==> config.mk <==
export PLATFORM = sky130hd
export DESIGN_NAME = mux_sel_arbiter
export DESIGN_NICKNAME = d
export VERILOG_FILES = /design/src/rtl/mux_sel_arbiter.sv
export SDC_FILE = /design/constraint.sdc
export NUM_CORES = 1
export LEC_CHECK = 0
export CAP_MARGIN = 20
export CORE_AREA = 2 2 56 58
export DETAILED_ROUTE_END_ITERATION = 10
export DIE_AREA = 0 0 58 60
export HOLD_SLACK_MARGIN = 0.12
export PLACE_DENSITY_LB_ADDON = 0.05
export REMOVE_ABC_BUFFERS = 1
export SLEW_MARGIN = 20
export SYNTH_ARGS = -nofsm -noshare
export SYNTH_HDL_FRONTEND = slang
export SYNTH_SLANG_ARGS = --single-unit
export TNS_END_PERCENT = 1
==> constraint.sdc <==
create_clock -name clk -period 2.5 [get_ports clk]
set_clock_uncertainty 0.1 [all_clocks]
set_input_delay 0.375 -clock clk [delete_from_list [all_inputs] [get_ports clk]]
set_output_delay 0.375 -clock clk [all_outputs]
set_load 0.02 [all_outputs]
==> src/rtl/mux_sel_arbiter.sv <==
// Two-channel arbiter driving the select of the downstream 2:1 data mux.
// Round robin by default; define MUX_ARB_FIXED_PRIO_EN for fixed priority to channel a.
module mux_sel_arbiter #(
    parameter int HOLD = 4,
    parameter int CW   = 8
) (
    input  logic          clk,
    input  logic          rst,
    input  logic          req_a,
    input  logic          req_b,
    input  logic          done,
    output logic          sel,
    output logic          gnt_a,
    output logic          gnt_b,
    output logic          busy,
    output logic [CW-1:0] grant_cnt
);

    typedef enum logic [1:0] {
        IDLE  = 2'd0,
        GNT_A = 2'd1,
        GNT_B = 2'd2
    } state_t;

    localparam logic [7:0] HOLD_LOAD = 8'(HOLD - 1);

    state_t        state_r;
    state_t        next_state_s;
    logic [7:0]    hold_cnt_r;
    logic          last_r;          // 1'b1 = channel b served last
    logic          sel_r;
    logic          gnt_a_r;
    logic          gnt_b_r;
    logic          busy_r;
    logic [CW-1:0] grant_cnt_r;
    logic          grant_end_s;
    logic          decide_s;

    // Grant-end detection and the arbitration decision for the next edge
    always_comb begin
        grant_end_s  = 1'b0;
        next_state_s = IDLE;
        case (state_r)
            GNT_A:   grant_end_s = (hold_cnt_r == 8'd0) || done || !req_a;
            GNT_B:   grant_end_s = (hold_cnt_r == 8'd0) || done || !req_b;
            default: grant_end_s = 1'b0;
        endcase
        decide_s = (state_r == IDLE) || grant_end_s;

        if (req_a && req_b) begin
`ifdef MUX_ARB_FIXED_PRIO_EN
            next_state_s = GNT_A;
`else
            if (last_r) begin
                next_state_s = GNT_A;
            end else begin
                next_state_s = GNT_B;
            end
`endif
        end else if (req_a) begin
            next_state_s = GNT_A;
        end else if (req_b) begin
            next_state_s = GNT_B;
        end else begin
            next_state_s = IDLE;
        end
    end

    // Arbiter state, hold counter and registered outputs; sel holds its value through IDLE
    always_ff @(posedge clk or posedge rst) begin
        if (rst) begin
            state_r     <= IDLE;
            hold_cnt_r  <= 8'd0;
            last_r      <= 1'b1;
            sel_r       <= 1'b0;
            gnt_a_r     <= 1'b0;
            gnt_b_r     <= 1'b0;
            busy_r      <= 1'b0;
            grant_cnt_r <= '0;
        end else if (decide_s) begin
            case (next_state_s)
                GNT_A: begin
                    state_r     <= GNT_A;
                    hold_cnt_r  <= HOLD_LOAD;
                    last_r      <= 1'b0;
                    sel_r       <= 1'b0;
                    gnt_a_r     <= 1'b1;
                    gnt_b_r     <= 1'b0;
                    busy_r      <= 1'b1;
                    grant_cnt_r <= grant_cnt_r + CW'(1);
                end
                GNT_B: begin
                    state_r     <= GNT_B;
                    hold_cnt_r  <= HOLD_LOAD;
                    last_r      <= 1'b1;
                    sel_r       <= 1'b1;
                    gnt_a_r     <= 1'b0;
                    gnt_b_r     <= 1'b1;
                    busy_r      <= 1'b1;
                    grant_cnt_r <= grant_cnt_r + CW'(1);
                end
                default: begin
                    state_r <= IDLE;
                    gnt_a_r <= 1'b0;
                    gnt_b_r <= 1'b0;
                    busy_r  <= 1'b0;
                end
            endcase
        end else begin
            hold_cnt_r <= hold_cnt_r - 8'd1;
        end
    end

    assign sel       = sel_r;
    assign gnt_a     = gnt_a_r;
    assign gnt_b     = gnt_b_r;
    assign busy      = busy_r;
    assign grant_cnt = grant_cnt_r;

endmodule

# Yosys cells after proc, flatten, opt, wreduce, memory -nomap -nowiden

Cells that the tools add are included.

Add/sub/neg operators: 2
Multipliers: 0
Div/mod/pow operators: 0
Order comparisons: 0
Eq/ne operators: 5
Shift operators: 0
Multiplexer cells: 12
Bitwise gates (word level): 0
Reduce and logical (&&, ||, !) cells: 13

Operator list:

| kind                | count |
|---|---|
| $mux 8              | 2 |
| $add 8x1->8 const B | 1 |
| $logic_not 8->1     | 1 |
| $mux 2              | 4 |
| $sub 8x1->8 const B | 1 |
| $eq 2x1->1 const B  | 2 |
| $eq 2x2->1 const B  | 2 |
| $logic_or 1x1->1    | 4 |
| $pmux 1 s2          | 2 |
| $pmux 2 s2          | 1 |
| $reduce_and 2->1    | 2 |
| $mux 1              | 3 |
| $logic_not 1->1     | 2 |
| $logic_not 2->1     | 1 |
| $ne 2x2->1 const B  | 1 |
| $reduce_bool 2->1   | 1 |
| $reduce_or 2->1     | 1 |
| $logic_and 1x1->1   | 1 |

Bits in registers: 23
Latch bits: 0
RAM bits: 0
Bits in read-only memories: 0
Bits of input ports: 5
Output and inout bits: 12
Logic and storage cells: 40
Memories: 0

# Depth between registers and ports, before layout

Word-level depth: 7
Depth in mapped cells: 8

# Least setup slack after synthesis

OpenSTA, ideal clock, no wires.

Path kind: register to register
From: reg last_r
To: reg grant_cnt_r[7], in the netlist grant_cnt[7]
Arrival: 1861 ps
Setup slack: 410 ps
Stages on the path, launching flop included: 7
Buffers on the path: 0
Clock period less this slack: 2090 ps
Cell sequence: dfstp_2 > o21a_1 > ha_1 > or2_2 > nor4_1 > nand3_1 > xnor2_1

Cells in the longest elaborated chain, start to end: 5
Elaborated cells between the ends (all ways): 6

RTL lines:

| element                                         | line | RTL |
|---|---|---|
| start: declaration                              | 30   | `logic last_r;` |
| start signal: assignment                        | 74   | `last_r <= 1'b1;` |
| start signal: assignment                        | 85   | `last_r <= 1'b0;` |
| start signal: assignment                        | 95   | `last_r <= 1'b1;` |
| $mux 2 (*)                                      | 54   | `if (last_r) begin` |
| $mux 2 (*)                                      | 50   | `if (req_a && req_b) begin` |
| $eq 2x2->1 / $eq 2x1->1 (equally long branches) | 81   | `case (next_state_s)` |
| $reduce_or 2->1 (no line) (*)                   | n/a  |  |
| $reduce_and 2->1 (no line) (*)                  | n/a  |  |
| end signal: assignment                          | 90   | `grant_cnt_r <= grant_cnt_r + CW'(1);` |
| end signal: assignment                          | 100  | `grant_cnt_r <= grant_cnt_r + CW'(1);` |
| end: declaration                                | 35   | `logic [CW-1:0] grant_cnt_r;` |

Every way passes the cells marked *; elsewhere a longest branch is shown, timed or not.
A chain may end at the register's enable or synchronous reset.

# Worst setup path after layout

From: in req_b
To: reg grant_cnt_r[7], in the netlist grant_cnt[7]

Cells in the longest elaborated chain, start to end: 6
Elaborated cells between the ends (all ways): 12

RTL lines:

| element                                         | line | RTL |
|---|---|---|
| start: declaration                              | 10   | `input logic req_b,` |
| $mux 2                                          | 62   | `end else if (req_b) begin` |
| $mux 2                                          | 60   | `end else if (req_a) begin` |
| $mux 2                                          | 50   |  |
| $eq 2x2->1 / $eq 2x1->1 (equally long branches) | 81   |  |
| $reduce_or 2->1 (no line)                       | n/a  |  |
| $reduce_and 2->1 (no line) (*)                  | n/a  |  |

Marks and branches as above.

==> run_results.csv <==
group,metric,value,unit
status,status,"finished clean",
yosys,ys.warnings.count,0,
timing,finalSetupTns,0,ns
timing,relSlewSlack,0.719,
critical_path,cp_data_arrival_time,2.40,ns
yosys,syn_area,1100,um^2
timing,worst_pin_slew,0.418,ns
clock_network,postCtsSetupRepairBufs,0,
place,routabilityCongestion,0.714,
timing,period_needed,2.30,ns
floorplan,core,2900,um^2
floorplan,io_pins,17,
cells_and_area,fillers,293,
global_routing,grt.busiest_layer,"met2",
yosys,synth_sequential_area_ratio,0.481,
global_routing,grt_start_max_net_pins,22,
critical_path,cp_max_fo,3,
yosys,synth_most_common_cell,"dfrtp_1",
yosys,async_reset_ff_frac,1.00,
timing,final-hold-violation-count,0,
critical_path,worstPathRequired,2.60,ns
floorplan,row_count,20,
power_and_ir_drop,vdd_drop_max,0.531,mV
critical_path,critPathKind,"in -> reg",
cells_and_area,drive_above_1_share,0.159,
yosys,synth_common_cells,"dfrtp_1, inv_1, ha_1, nand2_1, xnor2_1",
global_routing,met3_usage,0.0216,
cells_and_area,area_growth,24.8,%
global_routing,grt_use_met1,0.153,
timing,holdWs,0.287,ns
clock_network,cts.sinks,21,
yosys,synth_edf_count,0,
clock_network,cts_max_path_buffers,2,
detailed_routing,drt-initial-drc-count,7,
hold_path,hold_class,"in -> async",
global_routing,grt_pass1_wl,3.24,mm
detailed_routing,vias,792,
detailed_routing,first_pass_iters,2,
critical_path,cp-start-kind,"primary input",
yosys,ys_ff_latch,21,
detailed_routing,routed_wl,2.00,mm
clock_network,cts_tree,"built",
timing,fin_crit_sh,0.919,
detailed_routing,wl_per_cell,12.6,um
global_routing,grt_usage,0.124,
clock_network,cts_hold_buf,0,
yosys,yosys.cell_types.count,30,
flow_run,maxCapViolations,0,
yosys,synth.area.top_cells,"dfrtp_1, ha_1, xnor2_1",
yosys,synthFlopType,"dfrtp_1",
cells_and_area,diodes,0,
global_routing,antenna_found_initial,0,
floorplan,die_w,58,um
detailed_routing,via_per_inst,4.98,
yosys,netlist_instances,101,
clock_network,clockRootBuffer,"clkbuf_4",
yosys,syn_area_per_cell,10.9,um^2
place,io_buffers,16,
detailed_routing,route.detailed.drc,0,
cells_and_area,fin_nets,139,
clock_network,htree_levels,1,
detailed_routing,ant_nets,0,
power_and_ir_drop,power_per_cell_area,1220,nW/um^2
floorplan,die_h,60,um
clock_network,post_cts_resize_count,0,
global_routing,first_global_vias,740,
floorplan,dieArea,3480,um^2
clock_network,cts_buffers,3,
floorplan,start_util,0.378,
yosys,synth_top_area_cell,"dfrtp_1",
global_routing,grt_overflow,0,
clock_network,clock_latency,0.30,ns
timing,drv_slew,0,
timing,setup_violations,0,
critical_path,cp-end-kind,"flip-flop",
clock_network,cts.clk_slew.worst_paths,0.13,ns
timing,fmax,0.435,GHz
power_and_ir_drop,power_leakage,0.638,nW
timing,rsz0062_at_grt,"no",
global_routing,met2_usage,0.211,
yosys,synth_top_area_frac,0.457,
place,dp_hpwl,1.48,mm
==> logic make-up after synthesis <==
logic type | Yosys count | synth area share
muxes | 5 | 0.0491
buffers and inverters | 10 | 0.0365
xor gates and xnor gates | 9 | 0.0719
AOI/OAI and AO/OA | 11 | 0.0902
and+or+nand+nor | 38 | 0.192
DFF | 21 | 0.481
adders and majority gates | 7 | 0.0799
==> registers in the layout, indices dropped and copies added (netlist names) <==
register / count
grant_cnt: 8
state_r: 2
last_r: 1
hold_cnt_r: 8
busy: 1
sel: 1
==> where the power goes <==
group          switching (mW)  internal [mW]  total, mW
Combinational           0.449          0.425      0.874
Sequential              0.142          0.488      0.630
Clock                   0.107         0.0596      0.166
Total                   0.698          0.973       1.67
==> critical path, stage by stage <==
cell and delay, ns:
clkdlybuf4s50_1 0.47, inv_1 0.05, a21oi_1 0.16, inv_1 0.07, ha_1 0.28, or2_2 0.33, nor4_1 0.28, buf_4 0.17
nand3_1 0.08, xnor2_1 0.13
==> metrics by stage <==
stage	area, um^2	total power, mW	cells	utilization	worst slack [ns]
2_1_floorplan	1090	1.17	99	-	0.363
3_3_place_gp	1340	1.52	155	0.462	-0.0990
4_1_cts	1370	1.71	159	0.471	0.202
3_5_place_dp	1340	1.53	155	0.462	-0.130
5_1_grt	1370	1.81	159	0.471	0.0857
6_report	1370	1.67	159	0.471	0.201
==> worst paths after layout <==
check / end / slack [ns] / from / cells after the start
setup / recovery: grant_cnt[7] / 0.20 / req_b / 10
hold / removal: hold_cnt_r[5] / 0.29 / rst / 3
setup reg to reg: hold_cnt_r[6] / 0.27 / hold_cnt_r[0] / 7
hold reg to reg: grant_cnt[7] / 0.39 / grant_cnt[7] / 1
max in group asynchronous: last_r / 1.75 / rst / 3
min in group clk: grant_cnt[7] / 0.39 / grant_cnt[7] / 1
==> cell usage in the layout, fill, tap and decap left out <==
master,count
mux2i_1,2
mux2_2,3
clkdlybuf4s50_1,16
nor2_2,2
dfrtp_1,20
ha_1,7
or2_2,1
nor4_2,1
nand3_1,5
o21ai_0,2
o21a_1,1
a2111oi_4,1
nor3b_1,3
nand2_1,7
a21oi_1,2
clkinv_2,1
a22o_1,1
inv_1,8
nand4_1,2
and2_0,1
or3_1,3
buf_4,7
nor4_1,2
a211o_1,3
xor2_1,3
nor2_1,4
xnor2_1,6
clkbuf_4,3
dfstp_2,1
nor3_1,3
or2_1,1
and3_1,3
o2bb2ai_1,1
==> routing by layer <==
layer  part of all wire  vias up
met2               0.49        7
met3              0.026        2
met4             0.0095        0
met5                  0        -
met1               0.47      381
li1                   -      402
==> final cells by class <==
class,count,area (um^2),share of cell area
multi-input combinational,70,529,0.387
clock inverter,1,5.00,0.00366
tap,33,41.3,0.0302
sequential,21,527,0.385
timing repair buffer,23,213,0.156
inverter,8,30.0,0.0220
clock buffer,3,22.5,0.0165
Note: power is estimated with default switching activity, not from simulation.
